<file path="src/rtl/fetch_seq.sv">
// Instruction-fetch sequencer: owns the PC, fetches over req/ack, holds the word for decode.
// Optional fetch address check enabled by defining FETCH_ADDR_CHECK_EN.
module fetch_seq #(
    parameter logic [31:0] RESET_PC = 32'h0000_3000,
    parameter logic [31:0] EXC_PC   = 32'h0000_4180
) (
    input  logic        clk_i,
    input  logic        reset_i,
    output logic        imem_req_o,
    output logic [31:0] imem_addr_o,
    input  logic        imem_ack_i,
    input  logic [31:0] imem_rdata_i,
    output logic        if_valid_o,
    output logic [31:0] if_instr_o,
    output logic [31:0] if_pc_o,
    output logic [31:0] if_pc_plus_4_o,
    input  logic        id_ready_i,
    input  logic        redirect_valid_i,
    input  logic [31:0] redirect_pc_i,
    output logic        exc_adel_o
);

`ifdef FETCH_ADDR_CHECK_EN
    typedef enum logic [1:0] {S_REQ, S_HOLD, S_ERR} state_e;

    function automatic logic addr_ok(input logic [31:0] a);
        return (a[1:0] == 2'b00) && (a >= 32'h0000_3000) && (a <= 32'h0000_6FFF);
    endfunction
`else
    typedef enum logic [1:0] {S_REQ, S_HOLD} state_e;
`endif

    state_e      state_q, state_d;
    logic [31:0] pc_q, pc_d;
    logic [31:0] instr_q, instr_d;
    logic [31:0] ifpc_q, ifpc_d;
    logic [31:0] next_pc;
    logic        load_pc;

    always_ff @(posedge clk_i or negedge reset_i) begin
        if (!reset_i) begin
            state_q <= S_REQ;
            pc_q    <= RESET_PC;
            instr_q <= '0;
            ifpc_q  <= RESET_PC;
        end else begin
            state_q <= state_d;
            pc_q    <= pc_d;
            instr_q <= instr_d;
            ifpc_q  <= ifpc_d;
        end
    end

    always_comb begin
        state_d = state_q;
        pc_d    = pc_q;
        instr_d = instr_q;
        ifpc_d  = ifpc_q;
        next_pc = pc_q + 32'd4;
        load_pc = 1'b0;
        // Redirect wins over everything: a concurrent ack is dropped, a concurrent accept adds nothing.
        if (redirect_valid_i) begin
            next_pc = redirect_pc_i;
            load_pc = 1'b1;
        end else begin
            case (state_q)
                S_REQ: if (imem_ack_i) begin
                    instr_d = imem_rdata_i;
                    ifpc_d  = pc_q;
                    state_d = S_HOLD;
                end
                S_HOLD: if (id_ready_i) load_pc = 1'b1;
`ifdef FETCH_ADDR_CHECK_EN
                S_ERR: begin
                    pc_d    = EXC_PC;
                    state_d = S_REQ;
                end
`endif
                default: state_d = S_REQ;
            endcase
        end
        if (load_pc) begin
            pc_d    = next_pc;
            state_d = S_REQ;
`ifdef FETCH_ADDR_CHECK_EN
            // A bad target is never loaded; ERR then vectors to the handler.
            if (!addr_ok(next_pc)) begin
                pc_d    = pc_q;
                state_d = S_ERR;
            end
`endif
        end
    end

    assign imem_req_o     = (state_q == S_REQ);
    assign imem_addr_o    = pc_q;
    assign if_valid_o     = (state_q == S_HOLD);
    assign if_instr_o     = instr_q;
    assign if_pc_o        = ifpc_q;
    assign if_pc_plus_4_o = ifpc_q + 32'd4;
`ifdef FETCH_ADDR_CHECK_EN
    assign exc_adel_o     = (state_q == S_ERR);
`else
    assign exc_adel_o     = 1'b0;
`endif

endmodule

</file>
<file path="config.mk">
export PLATFORM = sky130hd
export DESIGN_NAME = fetch_seq
export DESIGN_NICKNAME = d
export VERILOG_FILES = /design/src/rtl/fetch_seq.sv
export SDC_FILE = /design/constraint.sdc
export NUM_CORES = 1
export LEC_CHECK = 0
export ABC_AREA = 1
export CAP_MARGIN = 25
export CORE_MARGIN = 4
export CORE_UTILIZATION = 41
export DETAILED_ROUTE_END_ITERATION = 7
export HOLD_SLACK_MARGIN = 0.08
export PLACE_DENSITY_LB_ADDON = 0.05
export SETUP_SLACK_MARGIN = 0.2
export SLEW_MARGIN = 40
export SYNTH_ARGS = -nofsm -noshare
export SYNTH_HDL_FRONTEND = slang
export SYNTH_SLANG_ARGS = --single-unit
</file>
<file path="constraint.sdc">
create_clock -name clk_i -period 1.65 [get_ports clk_i]
set_clock_uncertainty 0.2 [all_clocks]
set_input_delay 0.2475 -clock clk_i [delete_from_list [all_inputs] [get_ports clk_i]]
set_output_delay 0.2475 -clock clk_i [all_outputs]
set_load 0.02 [all_outputs]
</file>
==> summary.md, run 1 <==
| Metric | Value |
|---|---|
| Crit Reg-Reg Startpoint | `imem_addr_o[12]$_DFFE_PN1N_` |
| Seq/Total Area, Yosys | `0.454` |
| Final setup fails | `61` |
| Most frequent cells in the layout | `buf_6, nand2_1, buf_4, clkdlybuf4s50_1` |
| Die area | `14,900 um^2` |
| Hold WS | `0.192 ns` |
| Max frequency | `0.424 GHz` |
| N_diodes | `0` |
| Number of fillers in the final layout | `641` |
| WS Path Type | `register to primary output` |
| Vias per std cell | `5.48` |
| Pwr per Cell Area | `1020 nW/um^2` |
| Ys flop type | `dfrtp_1` |
| TritonRoute pass-1 iters | `5` |
| Final Cycle Share | `1.43` |
| Via Count | `6,729` |
| Core area | `12,700 um^2` |
| Area Overhead vs Synth | `104%` |
| Area of the multi-input gates | `3820 um^2` |
| Starting Density | `0.421` |
| VDD IR max | `0.805 mV` |
| Top area cells in the synthesized netlist | `dfrtp_1, nand2_1, mux2_2` |
| Detail Route Antenna Nets | `0` |
| Outcome | `finished, violations left` |
| Layout cells sized above 1 | `0.593` |
| Post-synth EDFFs | `0` |
| Crit path max fanout | `4` |
| Clock Pin Slew Worst Setup and Hold Paths | `0.08 ns` |
| Failing checks | `negative setup slack` |
| Post-layout instance area | `10,900 um^2` |
| Multiplexer share of the synthesized area | `0.0715` |
| Tmin final | `2.36 ns` |
| Dpl cell area | `8750 um^2` |
| Synth cell types | `34` |
| #FFs+latches synth | `97` |
| H-tree depth | `3` |
| CTS root buf | `clkbuf_16` |
| Post-Syn Area | `5350 um^2` |
| Largest family of logic cells by synthesized area | `simple AND/OR/NAND/NOR gates` |
| GRT Util Overall | `0.273` |
| Setup crit start kind | `register` |
| Synthesized-area fraction occupied by adder cells | `0.00468` |
| GR Overflow Total | `0` |
| Largest net degree at the start of global routing | `64` |
| Commonest non-fill, non-tap cell in the layout | `buf_6` |
| Util after Layout | `0.859` |
| Final WS setup | `-0.711 ns` |
| XOR/XNOR Fraction of Synth Area | `0.0524` |
| Synth Area in Simple Gates | `0.273` |
| Leading area contributor after synthesis | `dfrtp_1` |
| Maximum buffer depth of the clock tree | `2` |
| Post-synth top area share | `0.435` |
| Syn_nets | `740` |
| Worst EP required | `1.20 ns` |
| Vias in the first global route | `6,371` |
| WL/cell | `21.3 um` |
| I/O pins | `200` |
| YS warnings | `0` |
| Hold WC Path Type | `input port to asynchronous set/reset pin` |
| Mapped Cells | `669` |
| Cts bufs inserted | `9` |
| DRC violations left | `0` |
| Total wire length | `26.2 mm` |
| Final Max Slew Viols | `0` |
| Sink Count | `97` |
| I/O Buffers | `198` |
| Pleak | `5.29 nW` |
| Die X-Extent | `122 um` |
| Overall die height | `122 um` |
| DRT iter0 DRCs | `532` |
| Synth Area in Compound Gates | `0.0699` |
| Worst skew pair latency | `0.36 ns` |
| Reg2reg path depth | `9` |
| Register area | `2480 um^2` |
| R2r endpoint | `imem_addr_o[19]$_DFFE_PN0N_` |
| First-pass GRT wire length | `31.9 mm` |
| Site Rows | `41` |
| Async SR Flop Fraction | `1.00` |
| R2R Setup Slk | `-0.16 ns` |
| Final Hold Viols | `0` |
| Unrepaired setup endpoints after global routing | `yes` |
| TritonCTS clock tree | `built` |
| CP Capture Type | `primary output` |
| Initial antenna violation count | `0` |
| Fin nets | `1,123` |
| Max-cap viol count | `0` |
| Syn Area/Cell | `8.00 um^2` |
| RePlAce Congestion | `0.932` |
| Worst path arrival time | `1.91 ns` |
| Dpl hpwl | `14.9 mm` |
-- critical path, cell delays in order (launching register included) --
cell and delay, ns:
dfrtp_2 0.44, nand2_2 0.11, buf_4 0.16, nor3_4 0.20, nand2_2 0.11, nor2_2 0.15, buf_6 0.13, xor2_2 0.12
buf_6 0.13
-- metal layers --
metal | GRT usage | routed length, um | up-vias
met5 | 0 | 0 | -
met1 | 0.328 | 9200 | 3230
met3 | 0.0567 | 2240 | 127
met4 | 0.100 | 1520 | 0
li1 | - | - | 2913
met2 | 0.484 | 13200 | 459
-- worst max-delay path by stage --
stage / startpoint / to / slack, ns / depth (start not counted)
finish: if_pc_o[10]$_DFFE_PN0P_ / if_pc_plus_4_o[14] / -0.71 / 8
global route: if_pc_o[10]$_DFFE_PN0P_ / if_pc_plus_4_o[26] / -0.79 / 9
CTS: if_pc_o[3]$_DFFE_PN0P_ / if_pc_plus_4_o[22] / -0.65 / 8
detailed placement: if_pc_o[9]$_DFFE_PN0P_ / if_pc_plus_4_o[22] / -0.82 / 7
global placement: if_pc_o[9]$_DFFE_PN0P_ / if_pc_plus_4_o[30] / -0.81 / 7
floorplan: if_pc_o[13]$_DFFE_PN1P_ / if_pc_plus_4_o[30] / -0.29 / 6
-- metrics by stage --
stage               std cells  setup slack [ns]  power (mW)  setup TNS, ns
floorplan                 669            -0.293        5.18          -4.50
global placement         1124            -0.814        7.43         -28.09
detailed placement       1124            -0.816        7.54         -30.30
CTS                      1180            -0.649        10.1         -15.14
global route             1229            -0.795        11.5         -21.59
finish                   1229            -0.711        11.1         -18.28
-- flip-flops by register name, indices dropped and copies added, names as in the netlist --
signal       count
state_q          1
if_pc_o         32
if_instr_o      32
imem_addr_o     32
-- cells by family after synthesis --
logic type | after synthesis
simple gates | 336
xor+xnor | 32
flops | 97
compound gates | 68
buf+inv | 99
other cells | 1
fa+ha+maj | 2
mux | 34
-- where the power goes --
group	switching (mW)	internal, mW
clock network	1.03	1.19
logic	2.74	2.73
registers	0.560	2.86
total	4.33	6.78
-- layout make-up --
class,instances,share of cell area
Clock buffer,9,0.0206
Clock inverter,7,0.00710
Inverter,78,0.0284
Multi-Input combinational cell,474,0.349
Sequential cell,97,0.227
Tap cell,172,0.0197
Timing Repair Buffer,392,0.348
-- synth_stat cells, types with 8 or more instances --
| cell type | count |
|---|---|
| nor2_1 | 50 |
| mux2_2 | 34 |
| nand3_1 | 54 |
| xor2_1 | 23 |
| nor3_1 | 18 |
| xnor2_1 | 9 |
| dfrtp_1 | 93 |
| buf_2 | 10 |
| inv_1 | 77 |
| clkbuf_1 | 8 |
| o21ai_0 | 53 |
| nand2_1 | 190 |
-- timing repair --
| item | CTS | global route |
|---|---|---|
| pin swaps | 58 | 72 |
| resized for setup | 743 | 273 |
| setup buffers | 38 | 35 |
| endpoints found under the setup margin | 174 | 175 |
| hold buffers | 1 | 0 |
| gates cloned | 1 | 14 |
| endpoints found under the hold margin | 97 | 0 |
Note: power is estimated with default switching activity, not from simulation.
==> inputs of run 2 (changes only) <==
--- a/config.mk
+++ b/config.mk
@@ -7,7 +7,6 @@
 export LEC_CHECK = 0
 export ABC_AREA = 1
 export CAP_MARGIN = 25
-export CORE_MARGIN = 4
 export CORE_UTILIZATION = 41
 export DETAILED_ROUTE_END_ITERATION = 7
 export HOLD_SLACK_MARGIN = 0.08
==> run 2 against run 1 <==
Effect of this change: utilization up 1.5 points; fmax fell by 9.5%; clock-buffer cell count increased by 1; combinational power increased by 4.6%; sequential power down 1%; worst hold slack better by 0.00053 ns; highest routed layer unchanged; clock power about the same; worst setup slack got worse by 0.25 ns; the run still ends with negative setup slack left; total power is 1.8% higher; flip-flop and latch count unchanged; register-to-register slack lost 0.03 ns; sequential share of layout area is 0.28 points lower.
==> summary.md, run 2 (synthesis gave the netlist of run 1 again) <==
| Metric | Value |
|---|---|
| Pwr per Cell Area | `1020 nW/um^2` |
| Maximum buffer depth of the clock tree | `2` |
| Cts bufs inserted | `9` |
| Setup crit start kind | `register` |
| Commonest non-fill, non-tap cell in the layout | `buf_6` |
| Worst EP required | `1.20 ns` |
| Crit Reg-Reg Startpoint | `imem_addr_o[12]$_DFFE_PN1N_` |
| I/O Buffers | `198` |
| N_diodes | `0` |
| I/O pins | `200` |
| Most frequent cells in the layout | `buf_6, nand2_1, buf_4, clkdlybuf4s50_1, inv_1` |
| Dpl hpwl | `14.3 mm` |
| Max-cap viol count | `0` |
| Detail Route Antenna Nets | `0` |
| GR Overflow Total | `0` |
| TritonRoute pass-1 iters | `6` |
| CTS root buf | `clkbuf_16` |
| Post-layout instance area | `11,100 um^2` |
| CP Capture Type | `primary output` |
| Final Hold Viols | `0` |
| Pleak | `5.31 nW` |
| DRC violations left | `0` |
| Power Total | `11.3 mW` |
| Area Overhead vs Synth | `107%` |
| Clock Pin Slew Worst Setup and Hold Paths | `0.08 ns` |
| Hold WS | `0.192 ns` |
| Overall die height | `116 um` |
| R2r endpoint | `imem_addr_o[24]$_DFFE_PN0N_` |
| Dpl cell area | `8750 um^2` |
| WL/cell | `23.1 um` |
| Starting Density | `0.422` |
| Crit path max fanout | `4` |
| Final Max Slew Viols | `0` |
| Vias in the first global route | `6,394` |
| Tmin final | `2.61 ns` |
| VDD IR max | `0.764 mV` |
| Total wire length | `28.5 mm` |
| RePlAce Congestion | `0.933` |
| WS Path Type | `register to primary output` |
| Core area | `12,700 um^2` |
| Failing checks | `negative setup slack` |
| Initial antenna violation count | `0` |
| R2R Setup Slk | `-0.19 ns` |
| Worst path arrival time | `2.16 ns` |
| H-tree depth | `3` |
| Final Cycle Share | `1.58` |
| Layout cells sized above 1 | `0.607` |
| Hold WC Path Type | `input port to asynchronous set/reset pin` |
| Die X-Extent | `116 um` |
| Max frequency | `0.383 GHz` |
| Fin nets | `1,127` |
| Final setup fails | `83` |
| Largest net degree at the start of global routing | `32` |
| Vias per std cell | `5.73` |
| Site Rows | `41` |
| Worst skew pair latency | `0.37 ns` |
| First-pass GRT wire length | `33.1 mm` |
| TritonCTS clock tree | `built` |
| Sink Count | `97` |
| GRT Util Overall | `0.326` |
| DRT iter0 DRCs | `898` |
| Via Count | `7,063` |
| Reg2reg path depth | `8` |
| Outcome | `finished, violations left` |
| Die area | `13,500 um^2` |
| Unrepaired setup endpoints after global routing | `yes` |
| Final WS setup | `-0.960 ns` |
## run 2: how the worst max path moves through the flow
stage / startpoint / to / depth (start not counted)
global placement: if_pc_o[13]$_DFFE_PN1P_ / if_pc_plus_4_o[28] / 7
detailed placement: if_pc_o[13]$_DFFE_PN1P_ / if_pc_plus_4_o[28] / 7
floorplan: if_pc_o[13]$_DFFE_PN1P_ / if_pc_plus_4_o[30] / 6
finish: if_pc_o[12]$_DFFE_PN1P_ / if_pc_plus_4_o[25] / 7
CTS: if_pc_o[12]$_DFFE_PN1P_ / if_pc_plus_4_o[24] / 7
global route: if_pc_o[12]$_DFFE_PN1P_ / if_pc_plus_4_o[25] / 7
## run 2: stage by stage
step,util,instances,TNS [ns],worst slack (ns)
6_report,0.873,1233,-21.40,-0.960
5_1_grt,0.873,1233,-25.05,-1.13
4_1_cts,0.785,1191,-15.68,-0.693
3_5_place_dp,0.691,1122,-28.83,-0.836
3_3_place_gp,0.691,1122,-26.11,-0.778
2_1_floorplan,-,669,-4.50,-0.293
## run 2: final cells by class
| type | instances | area [um^2] |
|---|---|---|
| clock inverter | 6 | 61.3 |
| timing repair buffer | 397 | 3920 |
| sequential | 97 | 2480 |
| tap | 172 | 215 |
| clock buffer | 10 | 239 |
| inverter | 78 | 318 |
| multi-input combinational | 473 | 3840 |
| fill | 567 | 1600 |
## run 2: repair_timing
item,4_1_cts,5_1_grt
cloned,7,4
hold buffers,1,0
setup endpoints to repair,169,185
resized for setup,793,258
pin swaps,54,58
endpoints found under the hold margin,97,0
setup buffers,45,38
## run 2: critical path, cell delays in order (launching register included)
cell	delay [ns]
dfstp_2	0.60
nand2_2	0.11
nor2_4	0.16
nand2_2	0.11
nor3_2	0.20
nand3_1	0.22
xor2_2	0.22
buf_4	0.17
## run 2: where the power goes
group	switching [mW]	internal [mW]	total [mW]	leakage (nW)
clock	1.11	1.10	2.22	0.144
sequential	0.521	2.86	3.38	1.13
combinational	2.93	2.79	5.72	4.04
## run 2: layer usage
layer / share of wire / GRT usage
met3: 0.090 / 0.0560
met4: 0.068 / 0.144
met1: 0.35 / 0.378
met2: 0.49 / 0.590
met5: 0 / 0
==> inputs of run 3 (changes only) <==
--- a/config.mk
+++ b/config.mk
@@ -7,11 +7,12 @@
 export LEC_CHECK = 0
 export ABC_AREA = 1
 export CAP_MARGIN = 25
-export CORE_UTILIZATION = 41
+export CORE_UTILIZATION = 35
 export DETAILED_ROUTE_END_ITERATION = 7
 export HOLD_SLACK_MARGIN = 0.08
 export PLACE_DENSITY_LB_ADDON = 0.05
 export SETUP_SLACK_MARGIN = 0.2
+export SKIP_LAST_GASP = 1
 export SLEW_MARGIN = 40
 export SYNTH_ARGS = -nofsm -noshare
 export SYNTH_HDL_FRONTEND = slang
==> run 3 against run 2 <==
Effect of this change: the flow finishes with violations (design-rule violations, negative setup slack); worst setup slack better by 0.27 ns; sequential power down 2%; critical path depth unchanged; global-route usage down 6.9 points; wire length down 26%; design area down 3.3%; utilization down 15 points; flip-flop and latch count unchanged; sequential share of layout area up 0.73 points; critical endpoint is now if_pc_plus_4_o[27]; largest cell class unchanged; highest routed layer unchanged.
==> summary.md, run 3 (synthesis gave the netlist of run 1 again) <==
| Metric | Value |
|---|---|
| Area Overhead vs Synth | `99.8%` |
| Max frequency | `0.428 GHz` |
| Tmin final | `2.34 ns` |
| Pwr per Cell Area | `989 nW/um^2` |
| GRT Util Overall | `0.258` |
| Die area | `15,800 um^2` |
| Core area | `14,800 um^2` |
| Die X-Extent | `126 um` |
| Final Hold Viols | `0` |
| Setup crit start kind | `register` |
| Starting Density | `0.363` |
| Final setup fails | `51` |
| Post-layout instance area | `10,700 um^2` |
| Dpl hpwl | `14.9 mm` |
| VDD IR max | `0.527 mV` |
| Final Max Slew Viols | `0` |
| Worst EP required | `1.20 ns` |
| Final Cycle Share | `1.42` |
| DRC violations left | `12` |
| TritonRoute pass-1 iters | `7` |
| Largest net degree at the start of global routing | `34` |
| WL/cell | `16.9 um` |
| H-tree depth | `3` |
| I/O Buffers | `198` |
| Setup_tns | `-17.01 ns` |
| Unrepaired setup endpoints after global routing | `yes` |
| Layout cells sized above 1 | `0.579` |
| Total wire length | `21.2 mm` |
| Worst path arrival time | `1.89 ns` |
| Sink Count | `97` |
| Pleak | `5.07 nW` |
| TritonCTS clock tree | `built` |
| Initial antenna violation count | `0` |
| GR Overflow Total | `0` |
| Crit path max fanout | `4` |
| CP Capture Type | `primary output` |
| Clock Pin Slew Worst Setup and Hold Paths | `0.08 ns` |
| First-pass GRT wire length | `31.6 mm` |
| Failing checks | `design-rule violations, negative setup slack` |
| Overall die height | `126 um` |
| I/O pins | `200` |
| Reg2reg path depth | `10` |
| Setup WS pre-CTS | `-0.819 ns` |
| Vias in the first global route | `5,982` |
| Worst skew pair latency | `0.36 ns` |
| Vias per std cell | `4.86` |
| Number of fillers in the final layout | `1,134` |
| Hold WC Path Type | `input port to asynchronous set/reset pin` |
| CTS root buf | `clkbuf_16` |
| Via Count | `6,082` |
| N_diodes | `0` |
| Commonest non-fill, non-tap cell in the layout | `buf_6` |
| Maximum buffer depth of the clock tree | `2` |
| Dpl cell area | `8820 um^2` |
| DRT iter0 DRCs | `256` |
| RePlAce Congestion | `0.880` |
| Final WS setup | `-0.688 ns` |
| Outcome | `finished, violations left` |
| Detail Route Antenna Nets | `0` |
| WS Path Type | `register to primary output` |
| Site Rows | `44` |
| Cts bufs inserted | `9` |
| Most frequent cells in the layout | `buf_6, nand2_1, buf_4, clkdlybuf4s50_1` |
| Max-cap viol count | `0` |
| Fin nets | `1,133` |
## run 3: final timing paths
path	start	to	slack (ns)
hold reg to reg	if_instr_o[6]$_DFFE_PN0P_	if_instr_o[6]$_DFFE_PN0P_	0.31
max in group asynchronous	reset_i	imem_addr_o[0]$_DFFE_PN0P_	0.57
setup / recovery	if_pc_o[7]$_DFFE_PN0P_	if_pc_plus_4_o[27]	-0.69
hold / removal	reset_i	if_instr_o[19]$_DFFE_PN0P_	0.11
setup reg to reg	imem_addr_o[12]$_DFFE_PN1N_	imem_addr_o[25]$_DFFE_PN0N_	-0.11
min in group clk_i	redirect_pc_i[1]	imem_addr_o[1]$_DFFE_PN0P_	0.24
## run 3: timing repair
item | 4_1_cts | 5_1_grt
hold buffers | 1 | 0
gates resized for setup | 718 | 213
hold endpoints to repair | 97 | 0
setup buffers | 47 | 31
cloned | 4 | 9
setup endpoints to repair | 206 | 176
pin swaps | 64 | 57
## run 3: where the power goes
part	total (mW)	internal, mW	switching [mW]
clock	2.15	1.11	1.04
sequential	3.31	2.85	0.457
combinational	5.11	2.59	2.52
total	10.6	6.56	4.02
## run 3: critical path: stages (launching register included)
cell and delay [ns]:
dfrtp_2 0.47, nand2_2 0.10, nor2_4 0.13, nand2_4 0.08, nor2_4 0.14, nand4_1 0.24
xor2_2 0.25, buf_6 0.14
## run 3: layout make-up
| class | count | area [um^2] | share of cell area |
|---|---|---|---|
| repair buffers | 403 | 3840 | 0.359 |
| multi-input cells | 473 | 3530 | 0.330 |
| flip-flops and latches | 97 | 2470 | 0.231 |
| inverters | 78 | 310 | 0.0290 |
| clock buffers | 10 | 239 | 0.0223 |
| well taps | 184 | 230 | 0.0215 |
| clock inverters | 6 | 65.1 | 0.00608 |
## run 3: per-stage QoR
| stage | instances | hold WS, ns | util | total power, mW |
|---|---|---|---|---|
| final | 1251 | 0.111 | 0.725 | 10.6 |
| after global routing | 1251 | 0.120 | 0.725 | 11.1 |
| after CTS | 1211 | 0.0961 | 0.657 | 9.97 |
| after detailed placement | 1143 | -0.0620 | 0.598 | 7.51 |
| after global placement | 1143 | -0.0635 | 0.598 | 7.45 |
| after floorplan | 669 | -0.248 | - | 5.18 |
## run 3: metal layers
metal  GRT usage  up-vias  part of all wire
met3      0.0416       26             0.050
met2       0.432      199              0.50
met1       0.347     2935              0.43
li1            -     2922                 -
met4      0.0653        0             0.017
met5           0        -                 0
